`src/rtl/comp_iter.sv`:
```
// Multi-cycle magnitude comparator: walks the operands MSB chunk first, DIGIT bits
// per cycle, and stops on the first differing chunk. Also returns max/min operand.
module comp_iter #(
  parameter int WIDTH = 16,
  parameter int DIGIT = 4
) (
  input  logic             clk,
  input  logic             rst,
  input  logic             start,
  output logic             ready,
  input  logic [WIDTH-1:0] in0,
  input  logic [WIDTH-1:0] in1,
  input  logic             is_signed,
  output logic             valid_out,
  output logic             busy,
  output logic             GT,
  output logic             LT,
  output logic             ET,
  output logic [WIDTH-1:0] max_out,
  output logic [WIDTH-1:0] min_out
);

  localparam int N  = WIDTH / DIGIT;
  localparam int IW = (N > 1) ? $clog2(N) : 1;

  generate
    if (DIGIT < 1 || N < 1 || (WIDTH % DIGIT) != 0) begin : g_bad_params
      $fatal(1, "comp_iter: WIDTH must be a non-zero multiple of DIGIT");
    end
  endgenerate

  typedef enum logic {S_IDLE, S_BUSY} state_t;

  state_t           r_state;
  state_t           w_state_nxt;
  logic [WIDTH-1:0] r_a;
  logic [WIDTH-1:0] r_b;
  logic [WIDTH-1:0] r_ka;
  logic [WIDTH-1:0] r_kb;
  logic [IW-1:0]    r_idx;
  logic             r_valid;
  logic             r_gt;
  logic             r_lt;
  logic             r_et;
  logic [WIDTH-1:0] r_max;
  logic [WIDTH-1:0] r_min;

  logic                      w_accept;
  logic                      w_done;
  logic                      w_last;
  logic [WIDTH-1:0]          w_sign_mask;
  logic [0:N-1][DIGIT-1:0]   w_ka_ch;
  logic [0:N-1][DIGIT-1:0]   w_kb_ch;
  logic [DIGIT-1:0]          w_ca;
  logic [DIGIT-1:0]          w_cb;

  // Ascending chunk index puts chunk 0 on the MSBs, matching the compare order.
  assign w_ka_ch     = r_ka;
  assign w_kb_ch     = r_kb;
  assign w_ca        = w_ka_ch[r_idx];
  assign w_cb        = w_kb_ch[r_idx];
  assign w_last      = (r_idx == IW'(N - 1));
  assign w_sign_mask = WIDTH'(is_signed) << (WIDTH - 1);

  assign ready     = (r_state == S_IDLE) && !rst;
  assign busy      = (r_state == S_BUSY);
  assign valid_out = r_valid;
  assign GT        = r_gt;
  assign LT        = r_lt;
  assign ET        = r_et;
  assign max_out   = r_max;
  assign min_out   = r_min;

  // NOTE: every always_comb output gets a default first, so no path can infer a latch.
  always_comb begin
    w_state_nxt = r_state;
    w_accept    = 1'b0;
    w_done      = 1'b0;
    unique case (r_state)
      S_IDLE: begin
        if (start && ready) begin
          w_accept    = 1'b1;
          w_state_nxt = S_BUSY;
        end
      end
      S_BUSY: begin
        if ((w_ca != w_cb) || w_last) begin
          w_done      = 1'b1;
          w_state_nxt = S_IDLE;
        end
      end
    endcase
  end

  // NOTE: sequential state uses non-blocking assignments so every register sees pre-edge values.
  always_ff @(posedge clk) begin
    if (rst) r_state <= S_IDLE;
    else     r_state <= w_state_nxt;
  end

  always_ff @(posedge clk) begin
    if (rst) begin
      r_idx   <= '0;
      r_valid <= 1'b0;
      r_gt    <= 1'b0;
      r_lt    <= 1'b0;
      r_et    <= 1'b0;
      r_max   <= '0;
      r_min   <= '0;
    end else begin
      r_valid <= w_done;
      if (w_accept) begin
        r_idx <= '0;
      end else if (busy && !w_done) begin
        r_idx <= r_idx + 1'b1;
      end
      if (w_done) begin
        r_gt  <= (w_ca > w_cb);
        r_lt  <= (w_ca < w_cb);
        r_et  <= (w_ca == w_cb);
        r_max <= (w_ca < w_cb) ? r_b : r_a;
        r_min <= (w_ca < w_cb) ? r_a : r_b;
      end
    end
  end

  // NOTE: operand registers carry no reset; they are always loaded on accept before being read.
  // Flipping the sign bit turns two's-complement order into plain unsigned order.
  always_ff @(posedge clk) begin
    if (w_accept) begin
      r_a  <= in0;
      r_b  <= in1;
      r_ka <= in0 ^ w_sign_mask;
      r_kb <= in1 ^ w_sign_mask;
    end
  end

endmodule

```
`config.mk`:
```
export PLATFORM = sky130hd
export DESIGN_NAME = comp_iter
export DESIGN_NICKNAME = d
export VERILOG_FILES = /design/src/rtl/comp_iter.sv
export SDC_FILE = /design/constraint.sdc
export NUM_CORES = 1
export LEC_CHECK = 0
export CAP_MARGIN = 20
export CORE_MARGIN = 2
export CORE_UTILIZATION = 51
export DETAILED_ROUTE_END_ITERATION = 10
export GPL_ROUTABILITY_DRIVEN = 0
export PLACE_DENSITY = 0.8
export SYNTH_ARGS = -nofsm -noshare
export SYNTH_HDL_FRONTEND = slang
export SYNTH_SLANG_ARGS = --single-unit
```
`constraint.sdc`:
```
create_clock -name clk -period 3.1 [get_ports clk]
set_input_delay 0.31 -clock clk [delete_from_list [all_inputs] [get_ports clk]]
set_output_delay 0.31 -clock clk [all_outputs]
set_load 0.05 [all_outputs]
```
==> metrics.cfg, run 1 <==
[run_status]
status=finished, final reports clean

[setup_path]
crit_type=flop to flop
critPathCaptureType=flop
required_ps=3340
crit_slowest_cell=dfxtp_1
slowest_delay_ps=550
worstPathArrival_ps=2980
crit_chain=mux4_2 -> ha_1 -> and2b_1 -> o211a_1 -> buf_4 -> o21ai_0 -> nand3_1
cp-start-kind=flop
critPathMaxFanout=26
r2r_cells=7

[min_path]
holdPathStages=2
hold_path.class=flop to flop

[logic_synthesis]
synthTopCellsByArea=edfxtp_1, dfxtp_1, nand3_1, nand3b_1, mux4_2
synth_most_common_cell=nand3_1
yosys_warnings=0
synth_nets=387
synthesis.instances=346
yosys.cell_types.count=34
synthArstFlopShare_pct=0
synth_edf_count=34
synth_area_um2=3460
synth_largest_area_cell=edfxtp_1
synthFlopType=dfxtp_1
avgSynthCellArea_um2=10.0
ys_seq_area_share_pct=52.0
ys_top_cells_by_count=nand3_1, dfxtp_1, a21oi_1
synth_top_area_share_pct=29.5
synth.ff_latch_count=73

[power_and_ir_drop]
total_leakage_power_nw=1.62
ir_drop_uv=366
power.density_nw_per_um2=537

[routing]
vias_per_cell=5.75
routedWlPerCell_um=16.0
drc=0
routed_wl_um=7900
drtIter0Drc=317
drt.antenna.violating_nets=0
via_count=2836
dr.pass1.iters=5

[layout]
n_fill_cell=528
multi_input_area_um2=1490
area_delta_synth_final_pct=28.7
nets=449
ff_latch_area_um2=1800
n_antenna_cell=0
drive_above_1_share_pct=9.69

[cts]
cts_buffers=9
cts_hold_buf=0
post-cts-setup-buffers=0
path_clk_slew_ps=80
clk_latency_ps=360
cts_sinks=73
cts_root_buf=clkbuf_8
cts-resized-gates=0
cts.htree.levels=3
ctsLongestPathBuffers=2
cts_tree=yes

[placement]
hpwl_um=5600
io_buffer_count=73

[global_routing]
first_global_vias=2638
grt_max_degree=42
grt_usage_pct=22.5
overflow=0
grt_pass1_wl_um=12900
antenna_found_initial=0

[sta]
tightest_slew_ps=830
period_share_pct=88.4
max_freq_mhz=365
maxSlewViolCount=0
clock_skew_ps=7.96
tns_ps=0
period_needed_ps=2740
hold_ws_ps=456
finalSetupViolCount=0
hold_viol=0
maxSlewHeadroom_pct=44.6
rsz0062_at_grt=false

[die]
initial_utilization_pct=51.9
core_um2=6680
pin_count=74
dieArea_um2=7470
row_count=30
die_y_um=86.4
die_w_um=86.4

[flow_run]
drv_cap=0

==> critical path: cells and delay by family, from the launching register on <==
| family | cells | cell delay, ps |
|---|---|---|
| muxes | 1 | 550 |
| AOI/OAI and AO/OA | 2 | 560 |
| and+or+nand+nor | 2 | 340 |
| DFF | 1 | 550 |
| buffers and inverters | 1 | 250 |
| adders and majority gates | 1 | 370 |
==> layout make-up <==
type / count / area share, %
well taps: 80 / 2.25
clock buffers: 9 / 2.78
repair buffers: 83 / 18.1
multi-input cells: 236 / 33.4
clock inverters: 7 / 2.67
inverters: 5 / 0.421
flip-flops and latches: 73 / 40.4
==> per-layer routing <==
| metal | vias to the layer above | routed length [µm] | global-route usage, % |
|---|---|---|---|
| met5 | - | 0 | 0 |
| met4 | 0 | 192 | 9.94 |
| met3 | 16 | 471 | 5.43 |
| met2 | 122 | 3730 | 35.2 |
| met1 | 1315 | 3510 | 30.0 |
| li1 | 1383 | - | - |
==> layout by cell type, fill, tap and decap left out, types with 2 or more instances in the layout <==
cell and count:
nand3b_1 32, ha_1 5, nor3_2 2, xor2_1 2, clkbuf_8 9, a21oi_1 34
buf_4 10, inv_1 4, edfxtp_1 34, nor2_1 5, clkdlybuf4s50_1 73, bufinv_16 3
o21ai_1 3, mux4_2 8, nand3_1 64, o21ai_0 30, dfxtp_1 39, clkinv_1 2
and2_1 2, clkinv_4 2, nand2_1 34
==> power by group <==
part           leakage [nW]  internal (mW)  switching, mW  total [mW]
registers             0.634           1.06         0.0295        1.09
clock network         0.117          0.534          0.372       0.906
logic                 0.866          0.147          0.246       0.393
==> stage by stage <==
step,area (µm²),setup WS (ps),utilization (%),std cells,power [mW]
2_1_floorplan,3460,134,-,346,1.36
3_3_place_gp,4220,483,63.1,477,1.50
3_5_place_dp,4220,375,63.1,477,1.51
4_1_cts,4460,366,66.7,493,2.40
5_1_grt,4460,159,66.7,493,2.47
6_report,4460,359,66.7,493,2.39
==> state kept, by name, indices dropped and copies added, names as in the netlist, 2 cells and up <==
register / flops
max_out: 16
min_out: 16
r_a: 16
r_b: 16
r_idx: 2
==> kinds of logic (layout without fill, tap and decap cells) <==
group	Yosys count	count (layout)	synth area share, %
AO/OA/AOI/OAI	74	74	11.7
XOR/XNOR	3	3	0.759
adder cells (fa/ha/maj)	5	5	1.81
buffers and inverters	37	104	5.13
flip-flops	73	73	52.0
multiplexers	9	9	5.49
AND/OR/NAND/NOR	145	145	23.1
==> path summary, 6_finish.rpt <==
kind                    from         end  slack (ps)
setup reg to reg    r_idx[0]  min_out[2]         360
hold reg to reg   max_out[4]  max_out[4]         460
hold / removal    max_out[4]  max_out[4]         460
setup / recovery    r_idx[0]  min_out[2]         360
No activity file was read; power rests on OpenSTA's default activity.
==> inputs of run 2 (changes only) <==
- clock period: 3.1 -> 2.7 ns (I/O delays scaled with it)
==> run 2 against run 1 <==
Final cell count rose by 0.61%. Sequential share of layout area down 0.23 points. Critical path type unchanged. Die area stayed put. First-iteration DRC count shrank 15%. Total power increased by 9.1%. Global-route usage decreased by 1.9 points.
==> metrics.cfg, run 2 (synthesis gave the netlist of run 1 again) <==
[setup_path]
required_ps=2920  ; -420 ps
critPathCaptureType=flop
worstPathArrival_ps=2780  ; -200 ps
critPathMaxFanout=33  ; +27%
crit_type=flop to flop
cp-start-kind=flop
crit_start=r_idx[0]
r2r_end=r_idx[1]
r2r_slack_ps=140  ; -220 ps
r2r-start=r_idx[0]
r2r_cells=8  ; +1
endpoint=r_idx[1]

[die]
pin_count=74  ; unchanged
core_um2=6680  ; unchanged
initial_utilization_pct=51.9  ; unchanged
die_y_um=86.4  ; unchanged
dieArea_um2=7470  ; unchanged
die_w_um=86.4  ; unchanged
row_count=30  ; unchanged

[global_routing]
first_global_vias=2497  ; -5.3%
grt_usage_pct=20.7  ; -1.9 points
antenna_found_initial=0  ; unchanged
grt_pass1_wl_um=12000  ; -7.1%
grt_max_degree=41  ; -2.4%
overflow=0  ; unchanged

[sta]
maxSlewViolCount=0  ; unchanged
tightest_slew_ps=714  ; -116 ps
period_share_pct=94.8  ; +6.4 points
tns_ps=0  ; unchanged
rsz0062_at_grt=false
period_needed_ps=2560  ; -182 ps
hold_viol=0  ; unchanged
clock_skew_ps=4.48  ; -3.48 ps
maxSlewHeadroom_pct=52.4  ; +7.7 points
max_freq_mhz=391  ; +7.1%
finalSetupViolCount=0  ; unchanged

[cts]
cts_tree=yes
cts_root_buf=clkbuf_8
path_clk_slew_ps=70  ; about the same
cts.htree.levels=3  ; unchanged
cts_sinks=73  ; unchanged
ctsLongestPathBuffers=2  ; unchanged
cts_buffers=9  ; unchanged
clk_latency_ps=340  ; -20 ps
cts_hold_buf=0  ; unchanged

[routing]
routedWlPerCell_um=15.0  ; -6.4%
dr.pass1.iters=6  ; +1
vias_per_cell=5.63  ; -2.1%
routed_wl_um=7440  ; -5.8%
drt.antenna.violating_nets=0  ; unchanged
drtIter0Drc=268  ; -15%
drc=0  ; unchanged
via_count=2793  ; -1.5%

[placement]
hpwl_um=5460  ; -2.5%
io_buffer_count=73  ; unchanged
place_inst=480  ; +0.63%

[layout]
n_fill_cell=545  ; +3.2%
drive_above_1_share_pct=10.8  ; +1.1 points
n_antenna_cell=0  ; unchanged
final_common_cell=clkdlybuf4s50_1
area_delta_synth_final_pct=29.4
final_util_pct=67.1  ; +0.37 points
nets=452  ; +0.67%
final_cell_mix=clkdlybuf4s50_1, nand3_1, dfxtp_1
stdcell_count=496  ; +0.61%

[min_path]
min_from=min_out[3]
hold_path.class=flop to flop

[power_and_ir_drop]
pwr-share-comb_pct=17.7  ; +1.3 points
pwr-share-clk_pct=34.3  ; -3.6 points
total_leakage_power_nw=1.62  ; +0.38%
p_switching_mw=0.701  ; +8.3%
power_frac_seq_pct=48.0  ; +2.3 points
intPower_mw=1.91  ; +9.5%
ir_drop_uv=316  ; -13%
power.density_nw_per_um2=582  ; +8.5%
p_sw_share_pct=26.9  ; -0.22 points

[run_status]
status=finished, final reports clean

[flow_run]
drv_cap=0  ; unchanged

[run 2: how the worst min path moves through the flow]
stage                  end  cells past startpoint
2_1_floorplan       r_a[0]                      0
3_3_place_gp   min_out[14]                      2
3_5_place_dp    max_out[5]                      2
4_1_cts         max_out[5]                      2
5_1_grt            r_b[14]                      1
6_report        min_out[3]                      2
[run 2: power groups by stage]
| stage | clock [mW] | combinational (mW) | sequential, mW |
|---|---|---|---|
| floorplan | 0 | 0.168 | 1.40 |
| global placement | 0 | 0.453 | 1.28 |
| detailed placement | 0 | 0.460 | 1.28 |
| CTS | 0.907 | 0.461 | 1.25 |
| global route | 0.966 | 0.488 | 1.26 |
| finish | 0.895 | 0.461 | 1.25 |
[run 2: area by class of cell]
type	instances	area, µm²	share of cell area (%)
clock buffer	9	124	2.76
clock inverter	7	85.1	1.90
inverter	5	18.8	0.419
multi-input combinational	236	1490	33.2
sequential	73	1800	40.2
tap	80	100	2.23
timing repair buffer	86	863	19.3
[run 2: what timing repair did]
item                                    CTS  global route
buffers inserted                          0             0
gates resized for setup                   0             1
endpoints found under the setup margin    0             7
[run 2: critical path, stage by stage, from the launching register on]
cell and delay [ps]:
dfxtp_1 360, buf_4 150, mux4_2 500, ha_1 450, and4_1 290, buf_12 190
and3_4 230, mux2i_1 240, nor3_2 50
[run 2: metal layers]
metal  wire, µm  track usage, %
met1       3500            29.2
met3        440            6.00
met2       3350            30.7
met4        142            6.68
met5          0               0
[run 2: stage by stage]
stage / hold WS, ps / cell area, µm² / power, mW / setup WS, ps
6_report: 457 / 4480 / 2.61 / 141
5_1_grt: 465 / 4480 / 2.71 / 4.98
4_1_cts: 458 / 4480 / 2.62 / 104
3_5_place_dp: 441 / 4270 / 1.74 / 113
3_3_place_gp: 438 / 4270 / 1.73 / 198
2_1_floorplan: 369 / 3470 / 1.56 / 57.3
